--- config.mk ---
export PLATFORM = sky130hd
export DESIGN_NAME = wb_arbiter_flat
export DESIGN_NICKNAME = d
export VERILOG_FILES = /design/src/rtl/wb_arbiter_if.sv /design/src/rtl/wb_arbiter.sv /design/src/flat_wrapper.sv
export SDC_FILE = /design/constraint.sdc
export NUM_CORES = 1
export LEC_CHECK = 0
export CORE_ASPECT_RATIO = 1.75
export CORE_UTILIZATION = 55
export CTS_CLUSTER_DIAMETER = 80
export DETAILED_ROUTE_END_ITERATION = 6
export DONT_BUFFER_PORTS = 1
export PLACE_DENSITY = 0.79
export SKIP_CTS_REPAIR_TIMING = 1
export SYNTH_ARGS = -nofsm -noshare
export SYNTH_HDL_FRONTEND = slang
export SYNTH_SLANG_ARGS = --single-unit
export TNS_END_PERCENT = 30
--- constraint.sdc ---
create_clock -name clk_i -period 3.85 [get_ports clk_i]
set_clock_uncertainty 0.1 [all_clocks]
set_input_delay 0.385 -clock clk_i [delete_from_list [all_inputs] [get_ports clk_i]]
set_output_delay 0.385 -clock clk_i [all_outputs]
set_load 0.01 [all_outputs]
--- src/rtl/wb_arbiter_if.sv ---
// Writeback arbiter bus bundle: in-order pipeline writeback, long-latency result
// handshake and the registered register-file write port.
interface wb_arbiter_if #(
   parameter int unsigned XLEN = 32
);
   logic [4:0]      pipe_rd_addr_i;
   logic [XLEN-1:0] pipe_rd_data_i;
   logic            pipe_rd_we_i;
   logic            lu_valid_i;
   logic [4:0]      lu_rd_addr_i;
   logic [XLEN-1:0] lu_rd_data_i;
   logic            lu_ready_o;
   logic            stall_o;
   logic [4:0]      rd_addr_o;
   logic [XLEN-1:0] rd_data_o;
   logic            rd_we_o;

   modport master (
      output pipe_rd_addr_i, pipe_rd_data_i, pipe_rd_we_i,
      output lu_valid_i, lu_rd_addr_i, lu_rd_data_i,
      input  lu_ready_o, stall_o, rd_addr_o, rd_data_o, rd_we_o
   );

   modport slave (
      input  pipe_rd_addr_i, pipe_rd_data_i, pipe_rd_we_i,
      input  lu_valid_i, lu_rd_addr_i, lu_rd_data_i,
      output lu_ready_o, stall_o, rd_addr_o, rd_data_o, rd_we_o
   );
endinterface

--- src/rtl/wb_arbiter.sv ---
// Register-file write port arbiter: in-order pipeline writeback versus a 2-entry
// FIFO of long-latency results, with a starvation limit that forces a pipe stall.
module wb_arbiter #(
   parameter int unsigned STARVE_MAX = 3,
   parameter int unsigned XLEN       = 32
) (
   input  logic        clk_i,
   input  logic        rst_i,
   wb_arbiter_if.slave bus
);

   typedef enum logic [1:0] {
      GNT_IDLE,
      GNT_PIPE,
      GNT_LU
   } grant_e;

   localparam logic [3:0] STARVE_LIM = 4'(STARVE_MAX);

   logic [4:0]      fifo_addr [2];
   logic [XLEN-1:0] fifo_data [2];
   logic            wr_ptr;
   logic            rd_ptr;
   logic [1:0]      count;
   logic [3:0]      starve_cnt;

   grant_e          grant;
   logic            pipe_eff;
   logic            fifo_empty;
   logic            lu_ready;
   logic            push;
   logic            pop;

   always_comb begin
      pipe_eff   = bus.pipe_rd_we_i && (bus.pipe_rd_addr_i != '0);
      fifo_empty = (count == 2'd0);
      lu_ready   = (count < 2'd2);
      push       = bus.lu_valid_i && lu_ready;

      grant = GNT_IDLE;
      if (!fifo_empty && (!pipe_eff || (starve_cnt == STARVE_LIM))) begin
         grant = GNT_LU;
      end else if (pipe_eff) begin
         grant = GNT_PIPE;
      end

      pop            = (grant == GNT_LU);
      bus.lu_ready_o = lu_ready;
      bus.stall_o    = pipe_eff && pop;
   end

   // Payload storage needs no reset; count and pointers alone define validity.
   always_ff @(posedge clk_i) begin
      if (push) begin
         fifo_addr[wr_ptr] <= bus.lu_rd_addr_i;
         fifo_data[wr_ptr] <= bus.lu_rd_data_i;
      end
   end

   always_ff @(posedge clk_i or posedge rst_i) begin
      if (rst_i) begin
         wr_ptr <= 1'b0;
         rd_ptr <= 1'b0;
         count  <= 2'd0;
      end else begin
         if (push) begin
            wr_ptr <= ~wr_ptr;
         end
         if (pop) begin
            rd_ptr <= ~rd_ptr;
         end
         case ({push, pop})
            2'b10:   count <= count + 2'd1;
            2'b01:   count <= count - 2'd1;
            default: count <= count;
         endcase
      end
   end

   always_ff @(posedge clk_i or posedge rst_i) begin
      if (rst_i) begin
         starve_cnt <= '0;
      end else if (pop || fifo_empty) begin
         starve_cnt <= '0;
      end else if ((grant == GNT_PIPE) && (starve_cnt != STARVE_LIM)) begin
         starve_cnt <= starve_cnt + 4'd1;
      end
   end

   always_ff @(posedge clk_i or posedge rst_i) begin
      if (rst_i) begin
         bus.rd_addr_o <= '0;
         bus.rd_data_o <= '0;
         bus.rd_we_o   <= 1'b0;
      end else begin
         case (grant)
            GNT_PIPE: begin
               bus.rd_addr_o <= bus.pipe_rd_addr_i;
               bus.rd_data_o <= bus.pipe_rd_data_i;
               bus.rd_we_o   <= 1'b1;
            end
            GNT_LU: begin
               bus.rd_addr_o <= fifo_addr[rd_ptr];
               bus.rd_data_o <= fifo_data[rd_ptr];
               bus.rd_we_o   <= 1'b1;
            end
            default: begin
               bus.rd_we_o   <= 1'b0;
            end
         endcase
      end
   end

endmodule

--- src/flat_wrapper.sv ---
// flat-port wrapper written by rule: the top's interface ports become plain ports
module wb_arbiter_flat 
#(
   parameter int unsigned STARVE_MAX = 3,
   parameter int unsigned XLEN       = 32
)
  (clk_i, rst_i, bus_pipe_rd_addr_i, bus_pipe_rd_data_i, bus_pipe_rd_we_i, bus_lu_valid_i, bus_lu_rd_addr_i, bus_lu_rd_data_i, bus_lu_ready_o, bus_stall_o, bus_rd_addr_o, bus_rd_data_o, bus_rd_we_o);
  wb_arbiter_if #(.XLEN(XLEN)) bus_i ();
  input  logic clk_i;
  input  logic rst_i;
  input wire logic [$bits(bus_i.pipe_rd_addr_i)-1:0] bus_pipe_rd_addr_i;
  input wire logic [$bits(bus_i.pipe_rd_data_i)-1:0] bus_pipe_rd_data_i;
  input wire logic [$bits(bus_i.pipe_rd_we_i)-1:0] bus_pipe_rd_we_i;
  input wire logic [$bits(bus_i.lu_valid_i)-1:0] bus_lu_valid_i;
  input wire logic [$bits(bus_i.lu_rd_addr_i)-1:0] bus_lu_rd_addr_i;
  input wire logic [$bits(bus_i.lu_rd_data_i)-1:0] bus_lu_rd_data_i;
  output wire logic [$bits(bus_i.lu_ready_o)-1:0] bus_lu_ready_o;
  output wire logic [$bits(bus_i.stall_o)-1:0] bus_stall_o;
  output wire logic [$bits(bus_i.rd_addr_o)-1:0] bus_rd_addr_o;
  output wire logic [$bits(bus_i.rd_data_o)-1:0] bus_rd_data_o;
  output wire logic [$bits(bus_i.rd_we_o)-1:0] bus_rd_we_o;
  assign bus_i.pipe_rd_addr_i = bus_pipe_rd_addr_i;
  assign bus_i.pipe_rd_data_i = bus_pipe_rd_data_i;
  assign bus_i.pipe_rd_we_i = bus_pipe_rd_we_i;
  assign bus_i.lu_valid_i = bus_lu_valid_i;
  assign bus_i.lu_rd_addr_i = bus_lu_rd_addr_i;
  assign bus_i.lu_rd_data_i = bus_lu_rd_data_i;
  assign bus_lu_ready_o = bus_i.lu_ready_o;
  assign bus_stall_o = bus_i.stall_o;
  assign bus_rd_addr_o = bus_i.rd_addr_o;
  assign bus_rd_data_o = bus_i.rd_data_o;
  assign bus_rd_we_o = bus_i.rd_we_o;
  wb_arbiter #(.STARVE_MAX(STARVE_MAX), .XLEN(XLEN)) u_core (.clk_i(clk_i), .rst_i(rst_i), .bus(bus_i));
endmodule
* After elaboration in Yosys (flattened, before gate mapping)
Memories as Yosys holds them, arrays and structs flattened. Index checks and enable logic that the tools add are counted.
Word-level totals: memories 2, output and inout bits 40, register bits after elaboration 46, word-level logic and storage cells 46, RAM bits 74, bits of input ports 78
Operators by class: $add $sub $neg 3, reduce and logical (&&, ||, !) cells 15, bitwise gates (word level) 2, mux-type cells 10, equality and inequality tests 6, order comparisons 1
Memories:
- u_core.fifo_data | words 2, width 32, rd ports 1, clocked after Yosys merged registers in 0, wr ports 1, RTL line wb_arbiter.sv:21 | logic [XLEN-1:0] fifo_data [2];
- u_core.fifo_addr | words 2, width 5, rd ports 1, clocked after Yosys merged registers in 0, wr ports 1, RTL line wb_arbiter.sv:20 | logic [4:0] fifo_addr [2];
Operators with widths (number):
- $pmux W32 S2 | 1
- $pmux W5 S2 | 1
- $mux W4 | 2
- $reduce_bool A2 Y1 | 3
- $logic_and A1 B1 Y1 | 5
- $reduce_bool A5 Y1 | 1
- $add A4 B1 Y4 const B | 1
- $eq A2 B1 Y1 const B | 2
- $eq A2 B2 Y1 const B | 2
- $eq A4 B2 Y1 const B | 1
- $mux W1 | 4
- $ne A4 B2 Y1 const B | 1
- $pmux W2 S2 | 1
- $add A2 B1 Y2 const B | 1
- $logic_not A1 Y1 | 2
- $logic_not A2 Y1 | 1
- $logic_or A1 B1 Y1 | 2
- $lt A2 B2 Y1 const B | 1
- $mux W2 | 1
- $not A1 Y1 | 2
- $reduce_or A2 Y1 | 1
- $sub A2 B1 Y2 const B | 1

* Depth between registers and ports, before layout
depth after elaboration 10, mapped depth 8, gate-level depth less buffers 7

* Least setup slack after synthesis
OpenSTA, ideal clock, no wires.
path kind reg2reg, from reg u_core.count[1], to mem u_core.fifo_addr[0][0], enable pin, stages on the path, launching flop included 4, clock period less this slack 2765 ps, path slack 1085 ps, path buffers 0, arrival time 2234 ps, required time 3319 ps, setup time 431 ps, path through dfrtp_1 -> inv_1 -> nand2_1 -> nor2_1
On the way: word-level cells in the longest chain between the ends 4
Ends and longest elaborated chain:
- from (decl) | RTL line wb_arbiter.sv:24 | logic [1:0] count;
- from (signal assigned) | RTL line wb_arbiter.sv:73 | 2'b10: count <= count + 2'd1;
- from (signal assigned) | RTL line wb_arbiter.sv:74 | 2'b01: count <= count - 2'd1;
- from (signal assigned) | RTL line wb_arbiter.sv:75 | default: count <= count;
- $lt A2 B2 Y1 | RTL line wb_arbiter.sv:37 | lu_ready = (count < 2'd2);
- via bus_lu_ready_o | RTL line flat_wrapper.sv:17 | output wire logic [$bits(bus_i.lu_ready_o)-1:0] bus_lu_ready_o;
- $logic_and A1 B1 Y1 | RTL line wb_arbiter.sv:38 | push = bus.lu_valid_i && lu_ready;
- $mux W1 | RTL line wb_arbiter.sv:54 | if (push) begin
- $mux W1 (implied by the code) | RTL line wb_arbiter.sv:55 | fifo_addr[wr_ptr] <= bus.lu_rd_addr_i;
- to (decl) | RTL line wb_arbiter.sv:20
The timed path passes the listed nets, and every way through them passes these cells.

* Worst setup path in the final report
from reg u_core.starve_cnt[0], to reg u_core.bus.rd_data_o[7]
On the way: word-level cells in the longest chain between the ends 6, elaborated cells on any way between the ends 8, those cells by class 3 x eq/ne; 2 x mux; 3 x reduce/logical
Ends and longest elaborated chain:
- from (decl) | RTL line wb_arbiter.sv:25 | logic [3:0] starve_cnt;
- from (signal assigned) | RTL line wb_arbiter.sv:86 | starve_cnt <= starve_cnt + 4'd1;
- $eq A4 B2 Y1 * | RTL line wb_arbiter.sv:41 | if (!fifo_empty && (!pipe_eff || (starve_cnt == STARVE_LIM))) begin
- $logic_or A1 B1 Y1 * | RTL line wb_arbiter.sv:41
- $logic_and A1 B1 Y1 * | RTL line wb_arbiter.sv:41
- $mux W2 * | RTL line wb_arbiter.sv:41
- $eq A2 B2 Y1 or $eq A2 B1 Y1 (tied branches) | RTL line wb_arbiter.sv:96 | case (grant)
- $pmux W32 S2 or $reduce_bool A2 Y1 (tied branches)
- to (signal assigned) | RTL line wb_arbiter.sv:99 | bus.rd_data_o <= bus.pipe_rd_data_i;
- to (signal assigned) | RTL line wb_arbiter.sv:104 | bus.rd_data_o <= fifo_data[rd_ptr];
- to (decl) | RTL line wb_arbiter_if.sv:27 | output lu_ready_o, stall_o, rd_addr_o, rd_data_o, rd_we_o
Every way passes the cells marked *; elsewhere a longest branch is shown, timed or not. A chain may end at the register's enable or synchronous reset.

==> results by stage <==
Pwr:
- The static leakage power is 2.52 nW.
- For this design the ratio of total power to cell area is 761 nW/um^2.
- VDD sags by at most 0.431 mV.

Worst setup path:
- STA classifies the critical path startpoint as a flop.
- Walking the worst path, the cells encountered are ha_1 > or3b_1 > o221ai_4 > buf_4 > o221ai_1.
- The largest stage delay on the critical path is 0.50 ns.
- The standard cell with the maximum stage delay on the critical path is or3b_1.
- For the worst setup path, the data required time is 3.96 ns.
- The critical path arrival is approximately 2.6 ns.
- Of all nets on the critical path, the largest fanout is 24.
- The critical setup path kind is reg2reg.
- The number of cells on the worst reg-to-reg path is 5.
- STA classifies the critical path endpoint as a flop.

Global routing:
- The initial antenna violation count is 0.
- The total routing usage reported by global routing is 0.223.
- The overall overflow remaining after global route is 0.
- The first global-routing pass estimated 16700 um of wire.
- The via count of the first global-routing pass is 3310.
- Entering global routing, the biggest net connects just under 80 pins.

Synth:
- The dominant register cell in the synthesized netlist is edfxtp_1.
- The mean instance size in the synthesized netlist is around 14 um^2.
- The async set-reset flop share out of synthesis is 0.383.
- The post-synthesis cell type count is 33.
- Counting flops and latches in the post-synthesis netlist gives 120.
- The number of nets in the synthesized netlist is 447.
- The register area share after synthesis is 0.638.
- During synthesis, Yosys emitted a total of 0 warnings.
- The post-synthesis cell count is about 370.
- Counting flops with a built-in enable in the synthesized netlist gives 74.
- The total standard cell area after synthesis is 5290 um^2.

Finish:
- In the final layout, flip-flops and latches occupy 3370 um^2.
- The layout has roughly 680 filler cells.
- The ratio of cells with drive above 1 in the final layout is 0.213.
- At the end of the flow, the number of nets in the layout was 480.
- Relative to the synthesized area, the layout overhead comes to 19.1%.
- The antenna cell count is 0.
- The multi-input combinational cells in the finished layout cover a total of 1640 um^2.

Timing:
- The final critical-path required period is 2.50 ns.
- The worst slew slack as a fraction of its limit is 0.260.
- The final number of setup-violating endpoints is 0.
- Setup repair after global routing left no endpoint under its margin.
- The setup TNS after final layout is 0 ns.
- Based on the critical path, the design can be clocked at up to 401 MHz.
- The number of max-slew violations in the final report came to 0.
- For the pin with the worst max-slew slack, the measured transition is 1.11 ns.
- The final count of hold timing violations is 0.
- Of the available clock period, the critical path in the final layout requires 0.648.
- Hold is met by 0.00787 ns.

Floorplanning:
- The area of the die is 10000 um^2.
- The area of the core region is 9410 um^2.
- In this run the vertical extent of the chip is 132 um.
- The number of standard-cell rows in the floorplan is 47.
- The number of primary I/O pins is 118.
- The initial utilization of the core area, before any placement, comes to 0.562.
- The die width is 76.1 um.

Clocking:
- The cell sitting at the root of the clock tree is a clkbuf_16.
- TritonCTS built the clock tree.
- In this run the number of H-tree levels came out at 4.
- The clock edge transition at the registers on the reported setup and hold paths is around 0.050 ns.
- At the later pin of the worst-skew pair, clock insertion delay measures 0.40 ns.
- The CTS buffer count is 17.
- The clock passes through at most 2 buffers.
- The number of sinks driven by the clock tree is 120.

Drt:
- Dividing the detail-routed via count by the number of cells gives approximately 6.
- The total wire length after detailed routing is 11000 um.
- In this run, the number of DRC markers left after iteration 0 of detailed routing was 150.
- Before antenna repair, the detailed router went through 6 iterations.
- In the routed design, unresolved DRC markers number 0.
- The post-route antenna net violation count is 0.
- The average wire per cell in the routed design is 20.5 um.
- The routed layout has 3194 vias.

Place:
- The number of buffers inserted by port buffering is 0.
- The placer congestion estimate is 0.749.
- After legalization and detailed placement, the total HPWL measured 6640 um.

Run:
- The count of maximum capacitance violations is 0.

Hold path:
- The class of the most critical hold timing path is in2async.

Outcome:
- The run finished with clean final reports.
==> flip-flops by register name (all words and copies together), names as in the netlist <==
name,count
u_core.wr_ptr,1
u_core.bus.rd_we_o,1
u_core.starve_cnt,4
u_core.bus.rd_data_o,32
u_core.fifo_data,64
u_core.bus.rd_addr_o,5
u_core.rd_ptr,1
u_core.fifo_addr,10
u_core.count,2
==> where the power goes <==
group          internal, mW  switching, mW  total [mW]
logic                 0.556          0.615        1.17
clock network          1.05          0.526        1.57
registers              1.72          0.326        2.05
total                  3.32           1.47        4.79
==> through the flow <==
stage	std cells	area, um^2	power (mW)	util	setup WS [ns]
3_3_place_gp	466	5340	3.12	0.567	1.44
5_1_grt	535	6300	5.00	0.669	1.26
6_report	535	6300	4.79	0.669	1.35
2_1_floorplan	367	5290	2.96	-	1.09
4_1_cts	498	5930	4.78	0.630	1.35
3_5_place_dp	466	5340	3.20	0.567	1.35
==> placed cells by master, fill, tap and decap left out, types with 2 or more instances in the layout <==
cell           instances
clkbuf_16             17
dlygate4sd3_1         37
o221ai_2              11
xnor2_1                5
bufinv_16              3
clkbuf_1               4
inv_1                 39
nor4_1                 2
clkinvlp_4             2
ha_1                   2
o221ai_1              26
nand2_1                2
clkinv_2               4
nor3_1                 2
clkbuf_8               2
nand3_1               38
nor2_1                 2
dfrtp_1               45
buf_4                  3
mux2i_1               37
o21ai_0                2
edfxtp_1              74
mux2_2                37
==> synth_stat cells, types with 2 or more instances <==
master     n  area [um^2]
nand3_1   38          190
mux2i_1   37          370
buf_4      2         15.0
buf_6      5         56.3
nor2_1     3         11.3
buf_2      5         25.0
edfxtp_1  74         2220
dfrtp_1   46         1150
clkbuf_1  14         52.6
ha_1       2         25.0
o221ai_2  11          165
nor3_1     2         10.0
mux2_2    37          417
xnor2_1    5         43.8
o221ai_1  26          228
nor4_1     2         12.5
nand2_1    2         7.51
o21ai_0    2         10.0
inv_1     40          150
==> path summary, 6_finish.rpt <==
kind / from / endpoint / slack, ns
setup / recovery: u_core.starve_cnt[0]$_DFFE_PP0P_ / u_core.bus.rd_data_o[7]$_DFFE_PP0P_ / 1.35
hold / removal: rst_i / u_core.bus.rd_data_o[15]$_DFFE_PP0P_ / 0.008
setup reg to reg: u_core.starve_cnt[0]$_DFFE_PP0P_ / u_core.bus.rd_data_o[7]$_DFFE_PP0P_ / 1.35
hold reg to reg: u_core.starve_cnt[0]$_DFFE_PP0P_ / u_core.starve_cnt[0]$_DFFE_PP0P_ / 0.38
max in group asynchronous: rst_i / u_core.rd_ptr$_DFFE_PP0N_ / 2.89
min in group clk_i: bus_pipe_rd_data_i[18] / u_core.bus.rd_data_o[18]$_DFFE_PP0P_ / 0.08
==> layer usage <==
metal,vias to the layer above,share of wire,global-route usage
met4,0,0.018,0.103
met2,111,0.56,0.416
li1,1453,-,-
met5,-,0,0
met1,1608,0.38,0.221
met3,22,0.045,0.0699
==> cell families (layout without fill, tap and decap cells) <==
kind of cell    count (synthesis)  in the layout  share of synthesized area
flops                         120            120                      0.638
mux                            74             74                      0.149
buf+inv                        66            112                     0.0565
simple gates                   54             54                     0.0542
compound gates                 45             45                     0.0882
xor+xnor                        6              6                    0.00993
fa+ha+maj                       2              2                    0.00473
==> worst max-delay path: cells and delay by family (launching register included) <==
family          cells  cell delay [ns]
flops               1             0.36
simple gates        1             0.50
compound gates      2             0.67
fa+ha+maj           1             0.21
buf+inv             1             0.44
==> final cells by class <==
cell class | count | share of cell area
clock inverter | 9 | 0.0199
multi-input combinational | 181 | 0.260
inverter | 40 | 0.0238
tap | 122 | 0.0242
clock buffer | 23 | 0.0743
timing repair buffer | 40 | 0.0624
sequential | 120 | 0.536
Power figures use the tool's default switching activity.
